==> config.mk <==
export PLATFORM = sky130hd
export DESIGN_NAME = oam_dma
export DESIGN_NICKNAME = d
export VERILOG_FILES = /design/src/rtl/oam_dma.sv
export SDC_FILE = /design/constraint.sdc
export NUM_CORES = 1
export LEC_CHECK = 0
export BUFFER_PORTS_ARGS = -buffer_cell sky130_fd_sc_hd__buf_2
export CORE_ASPECT_RATIO = 1.1
export CORE_MARGIN = 5
export CORE_UTILIZATION = 48
export CTS_BUF_LIST = sky130_fd_sc_hd__clkbuf_8
export DETAILED_ROUTE_END_ITERATION = 12
export PLACE_DENSITY = 0.95
export SKIP_CTS_REPAIR_TIMING = 1
export SYNTH_ARGS = -nofsm -noshare
export SYNTH_HDL_FRONTEND = slang
export SYNTH_SLANG_ARGS = --single-unit
export TNS_END_PERCENT = 5
==> constraint.sdc <==
create_clock -name clockgb -period 4.8 [get_ports clockgb]
set_input_delay 0.24 -clock clockgb [delete_from_list [all_inputs] [get_ports clockgb]]
set_output_delay 0.24 -clock clockgb [all_outputs]
set_load 0.02 [all_outputs]
==> src/rtl/oam_dma.sv <==
// OAM DMA engine: copies LENGTH bytes from {src_page,00} to FE00 in read/write pairs.
// Latency: a page write starts the transfer next cycle; the transfer takes 2*LENGTH cycles.
// Backpressure: none; the initiator bus is assumed to accept one strobe per cycle.
//
// Ports:
//   clockgb, resetn         clock, async active-low reset
//   address/indata/outdata  CPU responder bus; load/store are read/write strobes
//   m_address/m_outdata     initiator bus; m_indata returns one cycle after m_load
//   m_load/m_store          initiator read/write strobes
//   busy                    high while a transfer is running
module oam_dma #(
  parameter logic [15:0] REG_ADDR = 16'hFF46,
  parameter int          LENGTH   = 160
) (
  input  logic        clockgb,
  input  logic        resetn,
  input  logic [15:0] address,
  input  logic [7:0]  indata,
  output logic [7:0]  outdata,
  input  logic        load,
  input  logic        store,
  output logic [15:0] m_address,
  output logic [7:0]  m_outdata,
  input  logic [7:0]  m_indata,
  output logic        m_load,
  output logic        m_store,
  output logic        busy
);

  typedef enum logic [1:0] {
    S_IDLE  = 2'd0,
    S_READ  = 2'd1,
    S_WRITE = 2'd2
  } state_t;

  localparam logic [7:0] LAST_IDX = 8'(LENGTH - 1);

  state_t      r_state;
  state_t      w_next_state;
  logic [7:0]  r_index;
  logic [7:0]  w_next_index;
  logic [7:0]  r_src;
  logic [7:0]  w_page;
  logic        w_reg_wr;
  logic        w_unused;

  // outdata is a pure address decode, so the read strobe carries no information.
  assign w_unused = load;

  assign w_reg_wr = store && (address == REG_ADDR);

  // CPU-visible source-page register.
  always_ff @(posedge clockgb or negedge resetn) begin
    if (!resetn) begin
      r_src <= 8'h00;
    end else if (w_reg_wr) begin
      r_src <= indata;
    end
  end

  assign outdata = (address == REG_ADDR) ? r_src : 8'h00;

  // Pages E0..FF are echo RAM; fold them back onto C0..DF.
  assign w_page = (r_src >= 8'hE0) ? (r_src - 8'h20) : r_src;

  // State register.
  always_ff @(posedge clockgb or negedge resetn) begin
    if (!resetn) begin
      r_state <= S_IDLE;
      r_index <= 8'h00;
    end else begin
      r_state <= w_next_state;
      r_index <= w_next_index;
    end
  end

  // Next-state logic. A page write restarts from byte 0 regardless of state;
  // the current cycle's strobe is unaffected because outputs decode r_state.
  always_comb begin
    w_next_state = r_state;
    w_next_index = r_index;
    if (w_reg_wr) begin
      w_next_state = S_READ;
      w_next_index = 8'h00;
    end else begin
      case (r_state)
        S_READ: begin
          w_next_state = S_WRITE;
        end
        S_WRITE: begin
          if (r_index == LAST_IDX) begin
            w_next_state = S_IDLE;
            w_next_index = 8'h00;
          end else begin
            w_next_state = S_READ;
            w_next_index = r_index + 8'h01;
          end
        end
        default: begin
          w_next_state = S_IDLE;
          w_next_index = 8'h00;
        end
      endcase
    end
  end

  // Output decode. Index < 256 so the low byte never carries into the page.
  always_comb begin
    m_load    = 1'b0;
    m_store   = 1'b0;
    m_address = 16'h0000;
    m_outdata = 8'h00;
    busy      = 1'b0;
    case (r_state)
      S_READ: begin
        m_load    = 1'b1;
        m_address = {w_page, 8'h00} + {8'h00, r_index};
        busy      = 1'b1;
      end
      S_WRITE: begin
        m_store   = 1'b1;
        m_address = 16'hFE00 + {8'h00, r_index};
        m_outdata = m_indata;
        busy      = 1'b1;
      end
      default: begin
      end
    endcase
  end

endmodule

# Yosys cells after proc, flatten, opt, wreduce, memory -nomap -nowiden
# Index checks and enable logic that the tools add are counted.
# word_totals
out_inout_bits	35
wordCells	28
in_bits	36
reg_bits	18
# op_classes
mux	13
eq_ne	5
reduce_logical	2
addsub	4
n_lt_le_gt_ge	1
# op_table
cell	count
2-to-1 mux 8 bit	5
one-hot mux 16 bit (2 select lines)	1
adder 16 x 8 -> 16 bit	1
equality test 16 bit (second input constant)	1
one-hot mux 8 bit (2 select lines)	1
adder 10 x 9 -> 11 bit (first input constant)	1
adder 8 x 1 -> 8 bit (second input constant)	1
equality test 8 bit (second input constant)	1
greater-or-equal comparator 8 bit (second input constant)	1
subtractor 8 x 6 -> 8 bit (second input constant)	1
2-to-1 mux 1 bit	4
one-hot mux 2 bit (2 select lines)	1
equality test 2 x 1 -> 1 bit (second input constant)	1
equality test 2 bit (second input constant)	1
2-to-1 mux 2 bit	1
inequality test 2 bit (second input constant)	1
OR reduction 2 bit	1
logical AND 1 bit	1

# Longest topological paths before layout
# depth
depth_word	4
ltp_mapped	7
ltp_nobuf	6

# Worst setup path after synthesis
# No wires, ideal clock.
# synth_timing
kind	flip-flop to output port
startpoint	register r_state[1]
endpoint	output m_address[0]
arrival_ns	1.805
slack_ns	2.755
stages_incl_launch_ff	8
n_path_buf	2
t_required_ns	4.560
path_cell_list	dfrtp_1 > inv_1 > ha_1 > clkbuf_1 > nor2b_1 > clkbuf_1 > nor2_1 > nor2b_1
# synth_via
elab_chain_cells	2
word_cells_on_any_way	3
cone_classes	eq/ne: 2; mux: 1
# synth_rtl
element	line	text
start, declared	38	state_t r_state;
start signal, assigned	72	r_state <= w_next_state;
equality test 2 bit or equality test 2 x 1 -> 1 bit (tied branches)	114	case (r_state)
one-hot mux 16 bit (2 select lines) *	114	
end, declared	22	output logic [15:0] m_address,
# Every way passes the cells marked *; elsewhere a longest branch is shown, timed or not.

# Worst setup path in the final report
# layout_timing
startpoint	register r_state[1]
endpoint	output m_address[2]
# Same word-level chain as after synthesis.

==> flow_metrics.py <==
metrics = {
    "timing": {
        "clock.fmax_mhz": 377,
        "skew_ps": 2.47,
        "setup_viol": 0,
        "final-hold-violation-count": 0,
        "layout_setup_ws_ps": 2150,
        "fin_crit_ps": 2650,
        "rsz0062_at_grt": "no",
        "holdWs_ps": 213,
        "tightest_slew_ps": 823,
        "slew_headroom": 0.447,
        "slew_violations": 0,
        "period_share": 0.552,
        "setup_tns_ps": 0,
    },
    "layout": {
        "num-nets-final": 243,
        "final_common_cell": "buf_2",
        "area_growth_pct": 33.7,
        "layout_common_cells": "buf_2 (69), and2_1 (19), dfrtp_1 (18), nor2_1 (9), nand3_1 (9)",
        "finalInstanceArea_um2": 1610,
        "drive_above_1_share": 0.426,
        "nFillCells": 220,
        "num_antenna_cells": 0,
    },
    "pwr": {
        "cellLeakagePower_nw": 0.890,
        "power_density_nw_per_um2": 183,
        "peakVddDrop_mv": 0.177,
    },
    "logic_synthesis": {
        "ys.warnings.count": 0,
        "syn-cell-area_um2": 1200,
        "avgSynthCellArea_um2": 8.92,
        "synth_nets": 175,
        "yosys.area.top_type": "dfrtp_1",
        "synth_cells": 135,
        "ys_seq_elements": 18,
        "ys_types": 31,
        "synth_area_leaders": "dfrtp_1 (37%), and2_1 (9.9%), mux2_2 (7.5%), ha_1 (4.2%), nor2b_1 (4.2%)",
        "yosysTopAreaCellShare": 0.374,
        "ys_seq_area_frac": 0.374,
    },
    "global_routing": {
        "grt.overflow.total": 0,
        "grt_pass1_vias": 1221,
        "grt_pass1_wl_mm": 5.43,
        "grtUsageTotal": 0.189,
        "grt_max_degree": 20,
        "antenna_found_initial": 0,
    },
    "placement": {
        "dp_hpwl_mm": 2.51,
        "placed_area_um2": 1540,
        "io_buffers": 69,
        "pre_cts_slack_ps": 2100,
        "gp_congestion": 0.805,
    },
    "floorplan": {
        "die_w_um": 57.7,
        "initial_core_util": 0.492,
        "coreArea_um2": 2450,
        "rows": 19,
        "ios": 71,
        "die_area_um2": 3610,
        "die_h_um": 62.5,
    },
    "critical_path": {
        "cp_slowest_cell": "nor2b_1",
        "crit_required_ps": 4560,
        "cp_common_cell": "nor2b_1",
        "critPathTopFamily": "simple AND/OR/NAND/NOR gates",
        "path_cells": "inv_1 -> ha_1 -> nor2b_1 -> nor2_1 -> nor2b_1 -> buf_2",
        "critPathKind": "reg -> out",
        "max_stage_delay_ps": 560,
        "arrival_ps": 2410,
        "crit_path_end_kind": "output port",
        "cp_max_fo": 19,
        "worst-path-buf-inv": 2,
        "start_kind": "register",
    },
    "cts": {
        "ctsRootBufferMaster": "clkbuf_8",
        "cts.sinks": 18,
        "numCtsBuffers": 3,
        "clockBufferDepth": 2,
        "clk_latency_ps": 260,
        "cts.htree.levels": 1,
        "path_clk_slew_ps": 70,
        "cts_tree": "built",
    },
    "outcome": {
        "status": "complete, no violations",
    },
    "routing": {
        "drt-total-wl_mm": 3.24,
        "first_pass_iters": 4,
        "via_count": 1259,
        "via_per_inst": 5.40,
        "detail-route-antenna-nets": 0,
        "wl_per_cell_um": 13.9,
        "drc": 0,
        "drt-initial-drc-count": 29,
    },
    "job": {
        "maxCapViolCount": 0,
    },
    "worst_hold_path": {
        "hold_class": "in -> reg",
    },
}
## kinds of logic (layout without fill, tap and decap cells)
| group | after synthesis | after routing | share of synthesized area |
|---|---|---|---|
| and+or+nand+nor | 67 | 67 | 0.321 |
| buffers and inverters | 14 | 81 | 0.0582 |
| AOI/OAI and AO/OA | 24 | 24 | 0.130 |
| adders and majority gates | 4 | 4 | 0.0416 |
| muxes | 8 | 8 | 0.0748 |
| DFF | 18 | 18 | 0.374 |
## worst reg2reg max path, stage by stage, from the launching register on
cell and delay, ps:
dfrtp_1 380, inv_1 60, ha_1 430, o21ai_0 260, or4_1 520, a31oi_1 130
## per-layer routing
metal | part of all wire | up-vias | global-route usage
met5 | 0 | - | 0
met2 | 0.49 | 66 | 0.322
met4 | 0.017 | 0 | 0.0783
met3 | 0.12 | 5 | 0.0579
li1 | - | 602 | -
met1 | 0.38 | 586 | 0.214
## through the flow
stage / instances / util / total power, mW
6_report: 233 / 0.657 / 0.294
5_1_grt: 233 / 0.657 / 0.309
4_1_cts: 232 / 0.653 / 0.297
3_5_place_dp: 228 / 0.631 / 0.172
3_3_place_gp: 228 / 0.631 / 0.171
2_1_floorplan: 135 / - / 0.156
## report_power, final
group / switching (mW) / total (mW) / internal (mW)
sequential: 0.0000286 / 0.152 / 0.152
clock: 0.0513 / 0.124 / 0.0729
combinational: 0.00713 / 0.0180 / 0.0109
total: 0.0585 / 0.294 / 0.235
## Yosys cell counts (all sizes together)
cell type   n
a21o        4
a21oi       4
a22oi       2
a31o        3
a31oi       2
and2       19
and3        1
buf         1
clkbuf      6
dfrtp      18
ha          4
inv         7
mux2        8
nand2       8
nand2b      1
nand3       9
nand3b      1
nand4       3
nand4bb     1
nor2        9
nor2b       8
nor4        2
o211ai      1
o21a        2
o21ai       6
or3         1
or3b        1
or4         2
or4b        1
## state kept, by name (all words and copies together) (netlist names)
signal,flops
r_src,8
r_index,8
r_state,2
## cell type report
cell class / count / area (µm²) / share of cell area
Multi-Input combinational cell: 103 / 683 / 0.425
Timing Repair Buffer: 70 / 355 / 0.221
Inverter: 7 / 26.3 / 0.0163
Sequential cell: 18 / 450 / 0.280
Tap cell: 31 / 38.8 / 0.0241
Clock buffer: 4 / 55.1 / 0.0342
## final timing paths
path / from / endpoint / slack [ps] / depth (start not counted)
max: r_state[1]$_DFF_PN0_ / m_address[2] / 2150 / 6
min: indata[0] / r_src[0]$_DFFE_PN0P_ / 210 / 2
max reg2reg: r_state[0]$_DFF_PN0_ / r_index[5]$_DFFE_PN0P_ / 2940 / 5
min reg2reg: r_src[0]$_DFFE_PN0P_ / r_src[0]$_DFFE_PN0P_ / 530 / 1
max in group asynchronous: resetn / r_index[2]$_DFFE_PN0P_ / 4060 / 2
min in group asynchronous: resetn / r_src[7]$_DFFE_PN0P_ / 440 / 2
(Power assumes the default switching activity.)
